`config.mk`:
```
export PLATFORM = sky130hd
export DESIGN_NAME = gray_cnt_arbiter
export DESIGN_NICKNAME = d
export VERILOG_FILES = /design/src/rtl/lau_pkg.sv /design/src/rtl/IncGrayC.sv /design/src/rtl/gray_rr_arbiter.sv /design/src/rtl/gray_cnt_arbiter.sv
export SDC_FILE = /design/constraint.sdc
export NUM_CORES = 1
export LEC_CHECK = 0
export CORE_MARGIN = 2
export CORE_UTILIZATION = 51
export CTS_BUF_LIST = sky130_fd_sc_hd__clkbuf_2
export CTS_CLUSTER_DIAMETER = 150
export DETAILED_ROUTE_END_ITERATION = 6
export GPL_TIMING_DRIVEN = 0
export MAX_ROUTING_LAYER = met4
export PLACE_DENSITY = 0.82
export SKIP_CTS_REPAIR_TIMING = 1
export SYNTH_ARGS = -nofsm -noshare
export SYNTH_HDL_FRONTEND = slang
export SYNTH_SLANG_ARGS = --single-unit
```
`constraint.sdc`:
```
create_clock -name CLK -period 19.09 [get_ports CLK]
set_clock_uncertainty 0.05 [all_clocks]
set_input_delay 3.818 -clock CLK [delete_from_list [all_inputs] [get_ports CLK]]
set_output_delay 3.818 -clock CLK [all_outputs]
set_load 0.02 [all_outputs]
```
`src/rtl/lau_pkg.sv`:
```
// Shared library types: incrementer speed/area selection.
package lau_pkg;
    typedef enum logic {
        SLOW = 1'b0,
        FAST = 1'b1
    } speed_e;
endpackage

```
`src/rtl/IncGrayC.sv`:
```
// Gray-code incrementer: Z = gray(bin(A) + CI). Speed picks the Gray->binary structure.
module IncGrayC
    import lau_pkg::*;
#(
    parameter int     Width = 16,
    parameter speed_e Speed = FAST
) (
    input  logic [Width-1:0] A,
    input  logic             CI,
    output logic [Width-1:0] Z
);
    logic [Width-1:0] bin;
    logic [Width-1:0] sum;

    generate
        if (Speed == FAST) begin : g_fast
            // Each binary bit is an independent XOR reduction of the Gray bits above it
            always_comb begin
                for (int i = 0; i < Width; i++) bin[i] = ^(A >> i);
            end
        end else begin : g_slow
            // Ripple prefix-XOR from the MSB down
            always_comb begin
                logic acc;
                acc = 1'b0;
                for (int i = Width - 1; i >= 0; i--) begin
                    acc    = acc ^ A[i];
                    bin[i] = acc;
                end
            end
        end
    endgenerate

    assign sum = bin + {{(Width - 1){1'b0}}, CI};
    assign Z   = sum ^ (sum >> 1);
endmodule

```
`src/rtl/gray_rr_arbiter.sv`:
```
// Round-robin arbiter: first valid request at or after ptr, wrapping modulo NumReq.
module gray_rr_arbiter #(
    parameter int NumReq = 4,
    parameter int IdxW   = 2
) (
    input  logic [NumReq-1:0] req,
    input  logic [IdxW-1:0]   ptr,
    output logic [NumReq-1:0] gnt,
    output logic [IdxW-1:0]   gnt_idx,
    output logic              gnt_any
);
    // Scan NumReq positions starting at ptr; idle grant index is 0
    always_comb begin
        int c;
        gnt     = '0;
        gnt_idx = '0;
        gnt_any = 1'b0;
        for (int k = 0; k < NumReq; k++) begin
            c = int'(ptr) + k;
            if (c >= NumReq) c = c - NumReq;
            if (!gnt_any && req[c]) begin
                gnt[c]  = 1'b1;
                gnt_idx = IdxW'(c);
                gnt_any = 1'b1;
            end
        end
    end
endmodule

```
`src/rtl/gray_cnt_arbiter.sv`:
```
// Bank of Gray event counters sharing one incrementer, round-robin arbitrated,
// with a registered completion record per handshake.
module gray_cnt_arbiter
    import lau_pkg::*;
#(
    parameter int     NumReq   = 4,
    parameter int     Width    = 16,
    parameter speed_e Speed    = FAST,
    parameter bit     Saturate = 1'b0,
    localparam int    IdxW     = (NumReq > 1) ? $clog2(NumReq) : 1
) (
    input  logic                    CLK,
    input  logic                    RST,
    input  logic [NumReq-1:0]       ReqValid,
    input  logic [NumReq-1:0]       ReqClr,
    output logic [NumReq-1:0]       ReqReady,
    output logic [NumReq*Width-1:0] Cnt,
    output logic                    DoneValid,
    output logic [IdxW-1:0]         DoneIdx,
    output logic [Width-1:0]        DoneCnt,
    output logic                    DoneWrap
);
    // Largest Gray code (binary 2^Width-1)
    localparam logic [Width-1:0] GMAX = {1'b1, {(Width - 1){1'b0}}};

    logic [NumReq-1:0][Width-1:0] cnt_q, cnt_d;
    logic [IdxW-1:0]              ptr_q, ptr_d;
    logic                         done_valid_q, done_valid_d;
    logic [IdxW-1:0]              done_idx_q, done_idx_d;
    logic [Width-1:0]             done_cnt_q, done_cnt_d;
    logic                         done_wrap_q, done_wrap_d;

    logic [NumReq-1:0] gnt;
    logic [IdxW-1:0]   gnt_idx;
    logic              gnt_any;
    logic              hs;
    logic [Width-1:0]  inc_in, inc_out;

    gray_rr_arbiter #(.NumReq(NumReq), .IdxW(IdxW)) u_arb (
        .req     (ReqValid),
        .ptr     (ptr_q),
        .gnt     (gnt),
        .gnt_idx (gnt_idx),
        .gnt_any (gnt_any)
    );

    // Grants are suppressed during reset so nothing is accepted
    assign ReqReady = RST ? '0 : gnt;
    assign hs       = gnt_any & ~RST;

    // Idle grant index is 0, so the mux naturally falls back to counter 0
    assign inc_in = cnt_q[gnt_idx];

    IncGrayC #(.Width(Width), .Speed(Speed)) u_inc (
        .A  (inc_in),
        .CI (1'b1),
        .Z  (inc_out)
    );

    // Write-back, pointer advance and completion record for the granted op
    always_comb begin
        cnt_d        = cnt_q;
        ptr_d        = ptr_q;
        done_valid_d = 1'b0;
        done_idx_d   = done_idx_q;
        done_cnt_d   = done_cnt_q;
        done_wrap_d  = done_wrap_q;
        if (hs) begin
            done_valid_d = 1'b1;
            done_idx_d   = gnt_idx;
            ptr_d        = (int'(gnt_idx) == NumReq - 1) ? '0 : gnt_idx + IdxW'(1);
            if (ReqClr[gnt_idx]) begin
                cnt_d[gnt_idx] = '0;
                done_wrap_d    = 1'b0;
            end else if (inc_in != GMAX) begin
                cnt_d[gnt_idx] = inc_out;
                done_wrap_d    = 1'b0;
            end else if (!Saturate) begin
                cnt_d[gnt_idx] = inc_out;
                done_wrap_d    = 1'b1;
            end else begin
                done_wrap_d    = 1'b1;
            end
            done_cnt_d = cnt_d[gnt_idx];
        end
    end

    // State registers with synchronous reset
    always_ff @(posedge CLK) begin
        if (RST) begin
            cnt_q        <= '0;
            ptr_q        <= '0;
            done_valid_q <= 1'b0;
            done_idx_q   <= '0;
            done_cnt_q   <= '0;
            done_wrap_q  <= 1'b0;
        end else begin
            cnt_q        <= cnt_d;
            ptr_q        <= ptr_d;
            done_valid_q <= done_valid_d;
            done_idx_q   <= done_idx_d;
            done_cnt_q   <= done_cnt_d;
            done_wrap_q  <= done_wrap_d;
        end
    end

    assign Cnt       = cnt_q;
    assign DoneValid = done_valid_q;
    assign DoneIdx   = done_idx_q;
    assign DoneCnt   = done_cnt_q;
    assign DoneWrap  = done_wrap_q;
endmodule
```
======== Yosys cells after proc, flatten, opt, wreduce, memory -nomap -nowiden ========
Index checks and enable logic that the tools add are counted.
storage, ports and cells
  register bits after elaboration ......... 86
  bits in latches ......................... 0
  memory bits (writable) .................. 0
  bits in read-only memories .............. 0
  bits of input ports ..................... 10
  output and inout port bits .............. 88
  word-level logic and storage cells ...... 121
  memories kept ........................... 0
cells by class
  add/sub/neg operators ................... 9
  multipliers ............................. 0
  divide/modulo/power cells ............... 0
  magnitude comparators ................... 14
  eq/ne operators ......................... 2
  shifts and indexed selects .............. 0
  multiplexer cells ....................... 52
  bitwise gates (word level) .............. 8
  reduce and logical (&&, ||, !) cells .... 27
operator list
  kind                   count
  $reduce_xor 16->1      16
  $ge 32x1->1 const B    4
  $lt 32x4->1 const B    4
  $mux 32                4
  $mux 64                2
  $ge 32x4->1 const B    3
  $sub 32x4->32 const B  3
  $and 64x64->64         1
  $bmux 16 s2            2
  $bwmux 64              1
  $not 64->64            1
  $mux 16                3
  $demux 16 s2           1
  $mux 1                 20
  $mux 4                 5
  $add 16x1->16 const B  1
  $ne 16x16->1 const B   1
  $xor 16x15->16         1
  $or 4x4->4             3
  $bmux 1 s2             5
  $mux 2                 5
  $demux 1 s2            4
  $logic_and 1x1->1      8
  $add 2x2->3 const B    2
  other kinds (10)       12

======== Longest topological paths before layout ========
  depth in word-level cells ............... 25
  depth in mapped cells ................... 32

======== Hierarchy ========
Synthesis repeated with hierarchy kept, for this count alone.
unflattened totals
  cells, all modules ...................... 783
  area, all modules ....................... 6167.2 sq um
modules (own cells, without submodules)
  module            instances  cells an instance  area an instance (sq um)  seq. area each (sq um)
  gray_cnt_arbiter  1          611                4763.3                    1721.7
  IncGrayC          1          124                943.4                     0.0
  gray_rr_arbiter   1          48                 460.4                     0.0

======== Worst setup path before layout ========
OpenSTA, ideal clock, no wires.
  path type ............................... input-to-reg
  start ................................... input port ReqValid[2]
  end ..................................... register cnt_q, in the netlist Cnt[8]
  data arrival time ....................... 10.157 ns
  required time ........................... 18.923 ns
  setup slack ............................. 8.766 ns
  cell stages on the path ................. 29
  path buffers ............................ 5
  cell sequence ........................... buf_2 mux4_2 nor2_1 o31a_2 nor2_1 inv_1 buf_2 clkbuf_1 buf_1 nand2_1 nand3_1 o21ai_0 ha_1 clkbuf_1 xnor3_1 xor2_2 xnor2_1 nand2_1 nand2_1 xor2_1 ha_1 nand2_1 nor4_1 nand2_1 xnor2_1 or2_2 a31o_2 and2_1 a22o_1
between the ends
  cells in the longest elaborated chain, start to end .. 21
ends and longest elaborated chain
  what                                                                       line                    RTL
  from (decl)                                                                gray_cnt_arbiter.sv:14  input logic [NumReq-1:0] ReqValid,
  $bmux 1 s2                                                                 gray_rr_arbiter.sv:21   if (!gnt_any && req[c]) begin
  $mux 1 (implied by the code) (2 in series)                                 gray_rr_arbiter.sv:21
  $mux 1                                                                     gray_rr_arbiter.sv:21
  $logic_not 1->1                                                            gray_rr_arbiter.sv:21
  $logic_and 1x1->1                                                          gray_rr_arbiter.sv:21
  $mux 1                                                                     gray_rr_arbiter.sv:21
  $logic_not 1->1                                                            gray_rr_arbiter.sv:21
  $logic_and 1x1->1                                                          gray_rr_arbiter.sv:21
  (+4 left out)                                                              -
  $bmux 16 s2, or another cell as far along                                  gray_cnt_arbiter.sv:52  assign inc_in = cnt_q[gnt_idx];
  $mux 16 (implied by the code) / $logic_and 1x1->1 (equally long branches)  -
  $reduce_xor 16->1 / $mux 16 (equally long branches)                        -
  $add 16x1->16 / $demux 16 s2 (equally long branches)                       -
  $xor 16x15->16 / $not 64->64 (equally long branches)                       -
  $bwmux 64 / $and 64x64->64 (equally long branches)                         -
  $mux 64                                                                    gray_cnt_arbiter.sv:72  if (ReqClr[gnt_idx]) begin
  $mux 64                                                                    gray_cnt_arbiter.sv:68  if (hs) begin
  to (signal assigned)                                                       gray_cnt_arbiter.sv:98  cnt_q <= cnt_d;
  to (decl)                                                                  gray_cnt_arbiter.sv:26  logic [NumReq-1:0][Width-1:0] cnt_q, cnt_d;
Parallel ways exist; a longest one is shown, timed or not. The select of a mux whose other input is x is not followed.
A chain may end at the register's enable or synchronous reset.

======== Worst setup path after layout ========
  start ................................... input port ReqValid[2]
  end ..................................... register done_cnt_q[10] (netlist: DoneCnt[10])
between the ends
  cells in the longest elaborated chain, start to end .. 23
ends and longest elaborated chain
  what                                                  line                     RTL
  $bmux 1 s2                                            gray_rr_arbiter.sv:21
  $mux 1 (implied by the code) (2 in series)            gray_rr_arbiter.sv:21
  $mux 1                                                gray_rr_arbiter.sv:21
  $logic_not 1->1                                       gray_rr_arbiter.sv:21
  $logic_and 1x1->1                                     gray_rr_arbiter.sv:21
  $mux 1                                                gray_rr_arbiter.sv:21
  $logic_not 1->1                                       gray_rr_arbiter.sv:21
  $logic_and 1x1->1                                     gray_rr_arbiter.sv:21
  (+6 left out)                                         -
  $reduce_xor 16->1 / $mux 16 (equally long branches)   -
  $add 16x1->16 / $demux 16 s2 (equally long branches)  -
  $xor 16x15->16 / $not 64->64 (equally long branches)  -
  $bwmux 64 / $and 64x64->64 (equally long branches)    -
  $mux 64                                               gray_cnt_arbiter.sv:72
  $mux 64                                               gray_cnt_arbiter.sv:68
  $bmux 16 s2                                           gray_cnt_arbiter.sv:84   done_cnt_d = cnt_d[gnt_idx];
  $mux 16 (implied by the code)                         gray_cnt_arbiter.sv:84
  to (signal assigned)                                  gray_cnt_arbiter.sv:102  done_cnt_q <= done_cnt_d;
  to (decl)                                             gray_cnt_arbiter.sv:30   logic [Width-1:0] done_cnt_q, done_cnt_d;
Parallel ways exist; a longest one is shown, timed or not. The select of a mux whose other input is x is not followed.

==> impl_metrics.tcl <==
set metrics [dict create \
    crit_type "in2reg" \
    vias 7768 \
    cts_buffers 9 \
    antenna_found_initial 0 \
    ys_ff_latch 86 \
    synth_warnings 0 \
    first_pass_iters 5 \
    cts_tree "done" \
    clockBufferDepth 2 \
    grt-ovfl-total 0 \
    via_per_inst 6.61 \
    finalCritPeriodShare_pct 66.4 \
    syn-cell-area_sq_um 6650 \
    worst_pin_slew_ns 1.13 \
    cap_violations 0 \
    clk_latency_ns 0.63 \
    hp-class "reg2reg" \
    cp_max_fo 10 \
    setup_viol 0 \
    cp_slowest_cell "o21ai_0" \
    drt-initial-drc-count 1063 \
    slowest_delay_ns 0.89 \
    ys.flop_type "dfxtp_1" \
    die_h_um 118 \
    grt_pass1_vias 6982 \
    grt_util_all_layers_pct 36.6 \
    postSynthNetCount 915 \
    drv_slew 0 \
    io_pins 98 \
    syn_area_per_cell_sq_um 7.48 \
    cp_data_required_time_ns 19.61 \
    coreArea_sq_um 12700 \
    dp_slack_ns 6.21 \
    die_area_sq_um 14000 \
    cts_sinks 86 \
    grt_pass1_wl_um 39200 \
    totalWireLength_um 25600 \
    grt_setup_unrepaired "false" \
    std_cell_rows 41 \
    dp.cells 1159 \
    die_x_um 118 \
    synth_cell_types 81 \
    root_buffer "clkbuf_2" \
    end_kind "flip-flop" \
    ys_seq_area_share_pct 25.9 \
    gp_congestion 1.02 \
    stdcell_count 1175 \
    drive_gt1_share_pct 6.48 \
    min_period_ns 12.67 \
    stdcell_area_sq_um 7970 \
    max_freq_mhz 78.9 \
    grt_max_degree 18 \
    final_antenna_net_count 0 \
    fillers 1171 \
    setup-tns-final_ns 0 \
    area_delta_synth_final_pct 19.8 \
    async_flop_share_pct 0 \
    dp_hpwl_um 19800 \
    drcViolationCount 0 \
    cts_max_level 3 \
    worst_slack_ns 6.42 \
    slew_headroom_pct 24.0 \
    fin_nets 1023 \
    io_buffers 97 \
    initial_core_util_pct 52.5 \
    hold_viol 0 \
    clkSlewWorstSetupHoldPaths_ns 0.28 \
    placed_area_sq_um 7840 \
    syn_inst 890 \
    diodes 0 \
    wl_per_cell_um 21.8 \
    synth_edf_count 0 \
    cp-start-kind "input pin" \
    outcome "completed" \
    arrival_ns 13.18 \
]
==> metrics by stage <==
stage	utilization [%]	hold WS, ns
5_1_grt	62.9	0.478
3_3_place_gp	61.9	0.422
6_report	62.9	0.460
2_1_floorplan	-	0.497
3_5_place_dp	61.9	0.420
4_1_cts	62.9	0.453
==> final cells by class <==
class,instances,area (sq um),area share (%)
buffer,58,248,3.11
clock buffer,9,45.0,0.565
clock inverter,7,86.3,1.08
inverter,16,60.1,0.753
multi-input combinational,730,4620,58.0
sequential,86,1720,21.6
tap,172,215,2.70
timing repair buffer,97,971,12.2
==> Yosys cell counts (all sizes together), types with 8 or more instances <==
| master | instances | area share [%] |
|---|---|---|
| xor2 | 25 | 3.4 |
| o211ai | 14 | 1.6 |
| clkbuf | 44 | 2.5 |
| buf | 14 | 1.2 |
| nand2 | 86 | 4.9 |
| nor4 | 8 | 0.85 |
| a211oi | 14 | 1.8 |
| nor2 | 125 | 7.1 |
| dfxtp | 86 | 26 |
| or3 | 11 | 1.0 |
| mux2 | 11 | 1.9 |
| a21oi | 52 | 4.0 |
| a221oi | 10 | 1.3 |
| inv | 16 | 0.90 |
| a32o | 10 | 1.5 |
| o211a | 9 | 1.5 |
| a22oi | 18 | 2.0 |
| and2 | 8 | 0.75 |
| xnor2 | 34 | 4.6 |
| mux2i | 15 | 2.3 |
| nor3 | 35 | 3.0 |
| a221o | 9 | 1.4 |
| ha | 15 | 2.8 |
| o21ai | 58 | 4.4 |
| nand3 | 66 | 5.0 |
==> logic make-up after synthesis <==
group                    synth area share (%)
XOR/XNOR                                 8.33
AND/OR/NAND/NOR                          27.5
multiplexers                             5.53
flip-flops                               25.9
buffers and inverters                    4.63
adder cells (fa/ha/maj)                  2.82
AO/OA/AOI/OAI                            25.4
==> state kept, by name, summed over array words and instances (netlist names) <==
signal	cells
Cnt	64
DoneCnt	16
DoneIdx	2
ptr_q	2
DoneValid	1
DoneWrap	1
==> placed cells by master (no fill, tap or decap), types with 6 or more instances in the layout <==
cell               n
nor2_1           123
clkdlybuf4s50_1   97
dfxtp_1           86
nand2_1           86
nand3_1           66
o21ai_0           55
a21oi_1           51
clkbuf_1          44
xnor2_1           33
nor3_1            32
xor2_1            24
a22oi_1           18
mux2i_1           15
inv_1             15
ha_1              15
o211ai_1          14
a211oi_1          11
or3_1             11
mux2_2            10
a32o_1            10
a221oi_1          10
buf_2              9
a221o_1            9
clkbuf_2           9
o211a_1            8
and2_1             8
nor4_1             7
nor2b_1            6
o31ai_1            6
or4_1              6
nand4_1            6
==> worst max-delay path: cells and delay by family <==
kind            cells  cell delay (ns)
buf+inv             7             2.53
fa+ha+maj           2             0.61
mux                 1             0.56
xor+xnor            4             1.60
simple gates       10             2.08
compound gates      6             1.94
==> worst paths after layout <==
check                                from                       end  slack (ns)  cells past startpoint
hold / removal    DoneCnt[5]$_SDFFE_PP0P_   DoneCnt[5]$_SDFFE_PP0P_        0.46                      2
setup reg to reg    ptr_q[0]$_SDFFE_PP0P_  DoneCnt[10]$_SDFFE_PP0P_        9.04                     32
setup / recovery              ReqValid[2]  DoneCnt[10]$_SDFFE_PP0P_        6.42                     30
hold reg to reg   DoneCnt[5]$_SDFFE_PP0P_   DoneCnt[5]$_SDFFE_PP0P_        0.46                      2
==> per-layer routing <==
layer	GRT usage, %	wire (um)	up-vias	part of all wire, %
met2	55.6	11300	569	44
li1	-	-	3511	-
met3	4.68	2990	110	12
met5	-	0	-	0
met1	46.8	9720	3578	38
met4	20.6	1590	0	6.2
Power is not shown: default switching activity piles up to over one toggle a cycle in this logic, so the estimate is an artifact.
